File: config.mk
export PLATFORM = sky130hd
export DESIGN_NAME = serial_deserializer_flat
export DESIGN_NICKNAME = d
export VERILOG_FILES = /design/src/rtl/serial_pkg.sv /design/src/rtl/serial_deserializer_if.sv /design/src/rtl/serial_deserializer.sv /design/src/flat_wrapper.sv
export SDC_FILE = /design/constraint.sdc
export NUM_CORES = 1
export LEC_CHECK = 0
export CAP_MARGIN = 10
export CORE_MARGIN = 3
export CORE_UTILIZATION = 56
export CTS_CLUSTER_SIZE = 30
export DETAILED_ROUTE_END_ITERATION = 10
export GPL_ROUTABILITY_DRIVEN = 0
export PLACE_DENSITY_LB_ADDON = 0.2
export SLEW_MARGIN = 20
export SYNTH_ARGS = -nofsm -noshare
export SYNTH_HDL_FRONTEND = slang
export SYNTH_SLANG_ARGS = --single-unit
File: constraint.sdc
create_clock -name clk_i -period 4.7 [get_ports clk_i]
set_input_delay 0.94 -clock clk_i [delete_from_list [all_inputs] [get_ports clk_i]]
set_output_delay 0.94 -clock clk_i [all_outputs]
set_load 0.05 [all_outputs]
File: src/rtl/serial_pkg.sv
// Shared frame definition for the serial serializer/deserializer pair.
// Holds the FSM state enum, the default payload width and the frame length.
// Optional feature macro: DESER_PARITY_EN (adds one even-parity bit per frame).
package serial_pkg;

  localparam int unsigned DEFAULT_DATA_WIDTH = 8;

`ifdef DESER_PARITY_EN
  localparam int unsigned PARITY_BITS = 1;
`else
  localparam int unsigned PARITY_BITS = 0;
`endif

  // Start + stop bits, plus the parity bit when enabled
  localparam int unsigned FRAME_OVERHEAD = 2 + PARITY_BITS;
  localparam int unsigned FRAME_LEN      = DEFAULT_DATA_WIDTH + FRAME_OVERHEAD;

  typedef enum logic [2:0] {
    ST_IDLE   = 3'd0,
    ST_DATA   = 3'd1,
    ST_STOP   = 3'd2,
    ST_BREAK  = 3'd3
`ifdef DESER_PARITY_EN
    , ST_PARITY = 3'd4
`endif
  } deser_state_e;

endpackage

File: src/rtl/serial_deserializer_if.sv
// Output word handshake of the serial deserializer (one-entry valid/ready register).
//   data  : recovered word
//   valid : data holds an unconsumed word
//   ready : consumer accepts the word when valid && ready
// master = producer (deserializer), slave = consumer.
interface serial_deserializer_if
  import serial_pkg::*;
#(
  parameter int unsigned DATA_WIDTH = DEFAULT_DATA_WIDTH
);
  logic [DATA_WIDTH-1:0] data;
  logic                  valid;
  logic                  ready;

  modport master (output data, output valid, input ready);
  modport slave  (input data, input valid, output ready);
endinterface

File: src/rtl/serial_deserializer.sv
// Serial deserializer: recovers DATA_WIDTH-bit words from start/data/stop frames
// sampled one bit per clk_i cycle, presenting each on a one-entry valid/ready register.
// Ports:
//   clk_i, rst_i : clock, asynchronous active-high reset
//   data_i       : serial line (idles high), already synchronous to clk_i
//   out_if       : master side of the output word handshake (data/valid/ready)
//   busy_o       : a frame is in progress (FSM not idle)
//   frame_err_o  : 1-cycle pulse on a bad stop bit (or bad parity)
//   overrun_o    : 1-cycle pulse when a good word is dropped because the output is full
// Optional feature macro: DESER_PARITY_EN (even parity bit between data and stop).
module serial_deserializer
  import serial_pkg::*;
#(
  parameter int unsigned DATA_WIDTH = DEFAULT_DATA_WIDTH
)
(
  input  logic                  clk_i,
  input  logic                  rst_i,
  input  logic                  data_i,
  serial_deserializer_if.master out_if,
  output logic                  busy_o,
  output logic                  frame_err_o,
  output logic                  overrun_o
);

  localparam int unsigned CNT_W = (DATA_WIDTH > 1) ? $clog2(DATA_WIDTH) : 1;
  localparam logic [CNT_W-1:0] CNT_LAST = CNT_W'(DATA_WIDTH - 1);

  deser_state_e            state_q, state_n;
  logic [CNT_W-1:0]        cnt_q, cnt_n;
  logic [DATA_WIDTH-1:0]   shreg_q, shreg_n;
  logic [DATA_WIDTH-1:0]   data_q, data_n;
  logic                    valid_q, valid_n;
  logic                    busy_q;
  logic                    frame_err_q, frame_err_n;
  logic                    overrun_q, overrun_n;
`ifdef DESER_PARITY_EN
  logic                    par_bad_q, par_bad_n;
`endif

  // State and datapath registers
  always_ff @(posedge clk_i or posedge rst_i) begin
    if (rst_i) begin
      state_q     <= ST_IDLE;
      cnt_q       <= '0;
      shreg_q     <= '0;
      data_q      <= '0;
      valid_q     <= 1'b0;
      busy_q      <= 1'b0;
      frame_err_q <= 1'b0;
      overrun_q   <= 1'b0;
`ifdef DESER_PARITY_EN
      par_bad_q   <= 1'b0;
`endif
    end else begin
      state_q     <= state_n;
      cnt_q       <= cnt_n;
      shreg_q     <= shreg_n;
      data_q      <= data_n;
      valid_q     <= valid_n;
      busy_q      <= (state_n != ST_IDLE);
      frame_err_q <= frame_err_n;
      overrun_q   <= overrun_n;
`ifdef DESER_PARITY_EN
      par_bad_q   <= par_bad_n;
`endif
    end
  end

  // Next-state, shift register and output register update
  always_comb begin
    state_n     = state_q;
    cnt_n       = cnt_q;
    shreg_n     = shreg_q;
    data_n      = data_q;
    valid_n     = valid_q;
    frame_err_n = 1'b0;
    overrun_n   = 1'b0;
`ifdef DESER_PARITY_EN
    par_bad_n   = par_bad_q;
`endif

    // Consumer handshake; a load below overrides the clear
    if (valid_q && out_if.ready) begin
      valid_n = 1'b0;
    end

    case (state_q)
      ST_IDLE: begin
        // Start bit is consumed in the cycle it is seen
        if (!data_i) begin
          state_n = ST_DATA;
          cnt_n   = '0;
        end
      end

      ST_DATA: begin
        shreg_n[cnt_q] = data_i;
        if (cnt_q == CNT_LAST) begin
`ifdef DESER_PARITY_EN
          state_n = ST_PARITY;
`else
          state_n = ST_STOP;
`endif
        end else begin
          cnt_n = cnt_q + CNT_W'(1);
        end
      end

`ifdef DESER_PARITY_EN
      ST_PARITY: begin
        // Even parity: parity bit equals XOR of the data bits
        par_bad_n   = ((^shreg_q) != data_i);
        frame_err_n = ((^shreg_q) != data_i);
        state_n     = ST_STOP;
      end
`endif

      ST_STOP: begin
`ifdef DESER_PARITY_EN
        // Parity failure was already flagged; the stop bit is just consumed
        if (par_bad_q) begin
          state_n = ST_IDLE;
        end else
`endif
        if (data_i) begin
          state_n = ST_IDLE;
          if (!valid_q || out_if.ready) begin
            data_n  = shreg_q;
            valid_n = 1'b1;
          end else begin
            overrun_n = 1'b1;
          end
        end else begin
          frame_err_n = 1'b1;
          state_n     = ST_BREAK;
        end
      end

      ST_BREAK: begin
        // Wait out a held-low line so it yields a single error
        if (data_i) begin
          state_n = ST_IDLE;
        end
      end

      default: begin
        state_n = ST_IDLE;
      end
    endcase
  end

  assign out_if.data  = data_q;
  assign out_if.valid = valid_q;
  assign busy_o       = busy_q;
  assign frame_err_o  = frame_err_q;
  assign overrun_o    = overrun_q;

endmodule
File: src/flat_wrapper.sv
// flat-port wrapper written by rule: the top's interface ports become plain ports
module serial_deserializer_flat import serial_pkg::*;
#(
  parameter int unsigned DATA_WIDTH = DEFAULT_DATA_WIDTH
)
  (clk_i, rst_i, data_i, busy_o, frame_err_o, overrun_o, out_if_data, out_if_valid, out_if_ready);
  serial_deserializer_if #(.DATA_WIDTH(DATA_WIDTH)) out_if_i ();
  input  logic clk_i;
  input  logic rst_i;
  input  logic data_i;
  output logic busy_o;
  output logic frame_err_o;
  output logic overrun_o;
  output wire logic [$bits(out_if_i.data)-1:0] out_if_data;
  output wire logic [$bits(out_if_i.valid)-1:0] out_if_valid;
  input wire logic [$bits(out_if_i.ready)-1:0] out_if_ready;
  assign out_if_data = out_if_i.data;
  assign out_if_valid = out_if_i.valid;
  assign out_if_i.ready = out_if_ready;
  serial_deserializer #(.DATA_WIDTH(DATA_WIDTH)) u_core (.clk_i(clk_i), .rst_i(rst_i), .data_i(data_i), .out_if(out_if_i), .busy_o(busy_o), .frame_err_o(frame_err_o), .overrun_o(overrun_o));
endmodule
== Word-level counts from Yosys, hierarchy flattened ==
Cells that the tools add are included.

* Add/sub/neg operators: 1
* Magnitude comparators: 2
* Eq/ne operators: 6
* Multiplexer cells: 20
* Reduce and logical (&&, ||, !) cells: 9

{| class="wikitable"
|+ Operators with widths
! cell !! count
|-
| $mux W3 || 5
|-
| $pmux W3 S4 || 1
|-
| $mux W1 || 10
|-
| $bwmux W8 || 1
|-
| $eq A3 B2 Y1 const B || 2
|-
| $pmux W3 S2 || 1
|-
| $reduce_and A3 Y1 || 2
|-
| $lt A3 B4 Y1 const B || 1
|-
| $ne A2 B2 Y1 const B || 2
|-
| $add A3 B1 Y3 const B || 1
|-
| $demux W1 S3 || 1
|-
| $eq A3 B1 Y1 const B || 1
|-
| $eq A3 B3 Y1 const B || 1
|-
| $ge A3 B1 Y1 const B || 1
|-
| $logic_not A3 Y1 || 1
|-
| $reduce_bool A3 Y1 || 1
|-
| $logic_and A1 B1 Y1 || 2
|-
| $mux W2 || 1
|-
| $reduce_bool A2 Y1 || 1
|-
| $logic_not A1 Y1 || 1
|-
| $logic_or A1 B1 Y1 || 1
|}

* Register bits after elaboration: 26

== Logic depth before layout (Yosys ltp) ==
Gate-level depths: netlist of the first run.

* Word-level depth: 5
* Mapped depth: 5
* Gate-level depth less buffers: 5

== Least setup slack after synthesis of the first run ==
No wires, ideal clock.

* Path kind: input-to-reg
* Start: input data_i
* End: register u_core.cnt_q[0]
* Arrival time: 1717 ps
* Path slack: 2855 ps
* Stages: 3
* Cells stage by stage: nor2b_1 nand3b_1 mux2_1

* Longest elaborated chain between the ends: 2

{| class="wikitable"
|+ RTL lines
! element !! RTL line !! text
|-
| start, declared || flat_wrapper.sv:10 || <nowiki>input logic data_i;</nowiki>
|-
| $ne A2 B2 Y1 (no source line) || -- ||
|-
| $reduce_and A3 Y1 (no source line) || -- ||
|-
| end signal, assigned || serial_deserializer.sv:57 || <nowiki>cnt_q <= cnt_n;</nowiki>
|-
| end, declared || serial_deserializer.sv:30 || <nowiki>logic [CNT_W-1:0] cnt_q, cnt_n;</nowiki>
|}

Every way passes these cells.
A chain may end at the register's enable or synchronous reset.

== Worst setup path in the final report of the first run ==
* Start: register u_core.valid_q, in the netlist u_core.out_if.valid
* End: output out_if_valid

{| class="wikitable"
|+ RTL lines
! element !! RTL line !! text
|-
| start, declared || serial_deserializer.sv:33 || <nowiki>logic valid_q, valid_n;</nowiki>
|-
| start signal, assigned || serial_deserializer.sv:60 || <nowiki>valid_q <= valid_n;</nowiki>
|-
| end, declared || flat_wrapper.sv:15 || <nowiki>output wire logic [$bits(out_if_i.valid)-1:0] out_if_valid;</nowiki>
|}

No word-level cell between the ends.

==> results of run 1 <==
==> registers in the layout, indices dropped and copies added, names as in the netlist <==
register,count
u_core.out_if.valid,1
u_core.state_q,3
u_core.overrun_o,1
u_core.out_if.data,8
u_core.frame_err_o,1
u_core.cnt_q,3
u_core.busy_o,1
u_core.shreg_q,8
==> cells by family (layout without fill, tap and decap cells) <==
kind of cell | Yosys count | after routing | share of synthesized area, %
compound gates | 4 | 4 | 2.28
fa+ha+maj | 2 | 2 | 2.28
buf+inv | 2 | 20 | 0.683
flops | 26 | 26 | 59.2
mux | 18 | 18 | 18.8
other cells | 1 | 1 | 0.341
simple gates | 27 | 27 | 16.4
==> power by group <==
| part | internal, mW | switching [mW] |
|---|---|---|
| combinational | 0.0235 | 0.0302 |
| sequential | 0.244 | 0.0141 |
| clock | 0.0473 | 0.0616 |
==> path summary, 6_finish.rpt <==
check                                    startpoint                     to  slack, ps
worst max-delay path            u_core.out_if.valid           out_if_valid       2270
worst min-delay path              u_core.shreg_q[1]  u_core.out_if.data[1]        500
worst max register to register      u_core.cnt_q[1]        u_core.cnt_q[0]       3070
worst min register to register    u_core.shreg_q[1]  u_core.out_if.data[1]        500
max in group asynchronous                     rst_i      u_core.shreg_q[4]       2990
min in group asynchronous                     rst_i      u_core.shreg_q[6]       1130
==> layout by cell type (no fill, tap or decap) <==
cell type and count:
nand3b_1 2, ha_1 2, inv_1 1, clkdlybuf4s50_1 15, conb_1 1, dfrtp_1 26, and4_1 2, a21o_1 2
o21ai_0 1, nand3b_4 1, nor2b_1 3, mux2_1 16, nand2_1 8, nand3_1 2, and4bb_1 1, clkbuf_8 1
clkbuf_4 3, nor4b_4 1, mux2_2 1, nor3_1 1, nor2_1 4, nand2b_1 2, o21ai_1 1, mux2_4 1
==> area by class of cell <==
type / count / area (um^2) / share of cell area [%]
Clock buffer: 4 / 36.3 / 2.76
Inverter: 1 / 3.75 / 0.286
Multi-Input combinational cell: 52 / 440 / 33.6
Sequential cell: 26 / 651 / 49.6
Tap cell: 25 / 31.3 / 2.38
Timing Repair Buffer: 15 / 150 / 11.4
==> layer usage <==
metal  global-route usage (%)  up-vias  wire [um]
met4                     7.17        0         14
met5                        0        -          0
met3                     2.97        2         43
met1                     19.6      341        758
li1                         -      317          -
met2                     28.3        7        892
==> per-stage QoR <==
stage	area, um^2	instances	utilization (%)	total power, mW	worst slack [ps]
floorplan	1100	80	-	0.298	2860
global placement	1280	119	71.6	0.315	2080
detailed placement	1280	119	71.6	0.317	2020
CTS	1310	123	73.6	0.424	2250
global route	1310	123	73.6	0.445	2210
finish	1310	123	73.6	0.420	2270
==> flow_summary.ini, run 1 <==
[outcome]
status = complete, no violations

[worst_setup_path]
arrival_ps = 1490
cpPeakStageDelay_ps = 810
path_delay_family = buffers and inverters
required_ps = 3760
crit_fanout = 2
start_kind = register
path_cells = clkdlybuf4s50_1
critPathCaptureType = output port
ff2ff_path_depth = 5
path_depth = 1
cp_slowest_cell = clkdlybuf4s50_1
critPathBufInv = 1
criticalPathCategory = reg -> out

[placed_design]
hpwl_um = 1280
numPortBuffers = 15

[sta]
finalHoldViolCount = 0
tightestPinTransition_ps = 950
rsz0062_at_grt = false
finalSetupTns_ps = 0
whs_ps = 502
finalCriticalPeriod_ps = 2430
skew_ps = 1.88
slew_headroom_pct = 36.6
period_share_pct = 51.8
setup_viol = 0
drv_slew = 0
fmax_mhz = 411

[route]
via_per_inst = 5.42
wl_per_cell_um = 13.9
vias = 667
routed_wl_um = 1710
drtIter0Drc = 4
dr.pass1.iters = 4
antenna_left = 0
drc_errors = 0

[logic_synthesis]
synth_area_leaders = dfrtp_1 (59%), mux2_1 (16%), nand2_1 (2.7%), ha_1 (2.3%), nor4b_4 (2.2%)
ys_ff_latch = 26
yosysTopAreaCell = dfrtp_1
synth_most_common_cell = dfrtp_1
seq_area_frac_synth_pct = 59.2
synth_edf_count = 0
yosysUniqueCellTypes = 22
syn_nets = 86
syn_area_um2 = 1100
syn_inst = 80
synth_top_flop_cell = dfrtp_1
yosys.area.top_type_share_pct = 59.2
synth_warnings = 0
synth_area_per_cell_um2 = 13.7
yosys-top-cells-count = dfrtp_1 (26), mux2_1 (16), nand2_1 (8)
async_flop_share_pct = 100

[clock_network]
postCtsHoldBufs = 0
cts_resized = 0
root_buffer = clkbuf_4
htree_levels = 1
numCtsBuffers = 3
cts_max_path_buffers = 2
post_cts_buffers = 0
clock-sinks = 26
cts_tree = done
clk_pin_slew_ps = 130
insertion_delay_ps = 310

[finish]
fin_nets = 105
drive_above_1_share_pct = 8.16
n_antenna_cell = 0
fill_cells = 123
area_growth_pct = 19.5

[power_and_ir_drop]
vdd.ir_drop.worst_mv = 0.231
power_density_nw_per_um2 = 320
p_leak_nw = 0.626

[global_routing]
gr-total-overflow = 0
grt_pass1_wl_um = 3040
globalRouteTotalUtil_pct = 16.3
grt_max_degree = 27
antenna_found_initial = 0
grt_pass1_vias = 694

[die]
core_area_um2 = 1780
initial_core_util_pct = 61.6
fp-row-count = 15
io_pins = 16
dieWidth_um = 50.3
die-area_um2 = 2530
fp.dieH_um = 50.3

[min_path]
hold_path_class = reg -> reg
hold_path_depth = 1

[job]
max-cap-violations = 0
Power figures use the tool's default switching activity.
==> run 2, diff against run 1 <==
--- a/config.mk
+++ b/config.mk
@@ -7,7 +7,7 @@
 export LEC_CHECK = 0
 export CAP_MARGIN = 10
 export CORE_MARGIN = 3
-export CORE_UTILIZATION = 56
+export CORE_UTILIZATION = 47
 export CTS_CLUSTER_SIZE = 30
 export DETAILED_ROUTE_END_ITERATION = 10
 export GPL_ROUTABILITY_DRIVEN = 0
==> constraint.sdc (replaced) <==
create_clock -name clk_i -period 2.1 [get_ports clk_i]
set_input_delay 0.42 -clock clk_i [delete_from_list [all_inputs] [get_ports clk_i]]
set_output_delay 0.42 -clock clk_i [all_outputs]
set_load 0.05 [all_outputs]
==> run 2 against run 1 <==
  * Register-to-register slack lost 2500 ps
  * Clock-buffer cell count shrank 1
  * Largest power group unchanged
  * Critical path type unchanged
  * Flip-flop and latch count is the same
  * First-iteration DRC count grew 25%
  * Total power grew 110%
  * Routed wire length shrank 3.6%
  * Critical path depth is the same
  * Final area grew 0.86%
==> flow_summary.ini, run 2 (same netlist as run 1, synthesis figures left out) <==
[outcome]
status = complete, no violations

[global_routing]
antenna_found_initial = 0
gr-total-overflow = 0
globalRouteTotalUtil_pct = 13.3
grt_pass1_vias = 610
grt_pass1_wl_um = 2720
grt_max_degree = 27

[route]
routed_wl_um = 1650
via_per_inst = 5.27
dr.pass1.iters = 4
wl_per_cell_um = 13.0
vias = 669
drtIter0Drc = 5
drc_errors = 0
antenna_left = 0

[worst_setup_path]
crit_fanout = 2
path_cells = clkdlybuf4s50_1
start_kind = register
regToRegEndpoint = u_core.cnt_q[0]
r2r-start = u_core.cnt_q[1]
ff2ff_path_depth = 5
cp_slowest_cell = clkdlybuf4s50_1
r2r_slack_ps = 560
criticalPathCategory = reg -> out
critPathCaptureType = output port
required_ps = 1680
critPathBufInv = 1
cpPeakStageDelay_ps = 800
path_delay_family = buffers and inverters
arrival_ps = 1480

[sta]
fmax_mhz = 527
finalSetupTns_ps = 0
slew_headroom_pct = 66.8
finalHoldViolCount = 0
drv_slew = 0
setup_viol = 0
finalCriticalPeriod_ps = 1900
tightestPinTransition_ps = 497
skew_ps = 4.17
period_share_pct = 90.3
rsz0062_at_grt = false

[die]
initial_core_util_pct = 52.8
io_pins = 16
die-area_um2 = 2950
fp.dieH_um = 54.3
dieWidth_um = 54.3
core_area_um2 = 2080
fp-row-count = 16

[power_and_ir_drop]
vdd.ir_drop.worst_mv = 0.457
power_density_nw_per_um2 = 674
p_leak_nw = 0.633

[clock_network]
cts_max_path_buffers = 2
root_buffer = clkbuf_4
numCtsBuffers = 3
post_cts_buffers = 0
insertion_delay_ps = 300
cts_tree = done
htree_levels = 1
clk_pin_slew_ps = 120
cts_resized = 0
clock-sinks = 26
postCtsHoldBufs = 0

[finish]
n_antenna_cell = 0
fin_cells = 127
fill_cells = 176
drive_above_1_share_pct = 10.0
layout_commonest_cell = dfrtp_1
multi_input_area_um2 = 440
fin_util_pct = 63.6
seqCellArea_um2 = 651
final_cell_mix = dfrtp_1 (26), mux2_1 (16), clkdlybuf4s50_1 (15)
area_growth_pct = 20.5
fin_nets = 108

[placed_design]
hpwl_um = 1220
post-place-cells = 124
numPortBuffers = 15

[job]
max-cap-violations = 0

[min_path]
hold_path_class = in -> async
-- run 2: cell types whose count changed in the layout (fill, tap and decap cells not counted) --
cell / before / now
buf_4: 0 / 3
clkbuf_8: 1 / 0
-- run 2: worst max path at each step --
stage	start	endpoint	slack (ps)	depth (start not counted)
5_1_grt	u_core.out_if.data[0]	out_if_data[0]	140	1
3_3_place_gp	data_i	u_core.out_if.data[7]	260	4
4_1_cts	u_core.out_if.data[0]	out_if_data[0]	170	1
3_5_place_dp	data_i	u_core.out_if.data[0]	220	4
2_1_floorplan	u_core.cnt_q[0]	u_core.cnt_q[0]	630	5
6_report	u_core.out_if.data[0]	out_if_data[0]	200	1
-- run 2: worst min-delay path: cells and delay by family --
family   cells  cell delay (ps)
buf+inv      3              750
-- run 2: per-stage QoR --
step | setup slack [ps] | area, um^2 | hold slack [ps] | power, mW
floorplan | 630 | 1100 | 454 | 0.666
global placement | 261 | 1300 | 466 | 0.708
detailed placement | 224 | 1300 | 477 | 0.713
CTS | 173 | 1320 | 457 | 0.905
global route | 140 | 1320 | 465 | 0.943
finish | 204 | 1320 | 455 | 0.892
-- run 2: area by class of cell --
type,instances,area share (%)
Clock buffer,3,1.70
Multi-Input combinational cell,52,33.3
Inverter,1,0.284
Sequential cell,26,49.1
Tap cell,27,2.55
Timing Repair Buffer,18,13.0
-- run 2: report_power, final --
part           internal [mW]  switching (mW)  total, mW
Clock                 0.0668           0.126      0.193
Combinational         0.0566          0.0672      0.124
Sequential             0.545          0.0302      0.575
-- run 2: per-layer routing --
layer / track usage [%] / part of all wire [%]
met2: 21.9 / 50
met3: 2.45 / 3.9
met4: 7.47 / 1.2
met1: 16.3 / 45
met5: 0 / 0
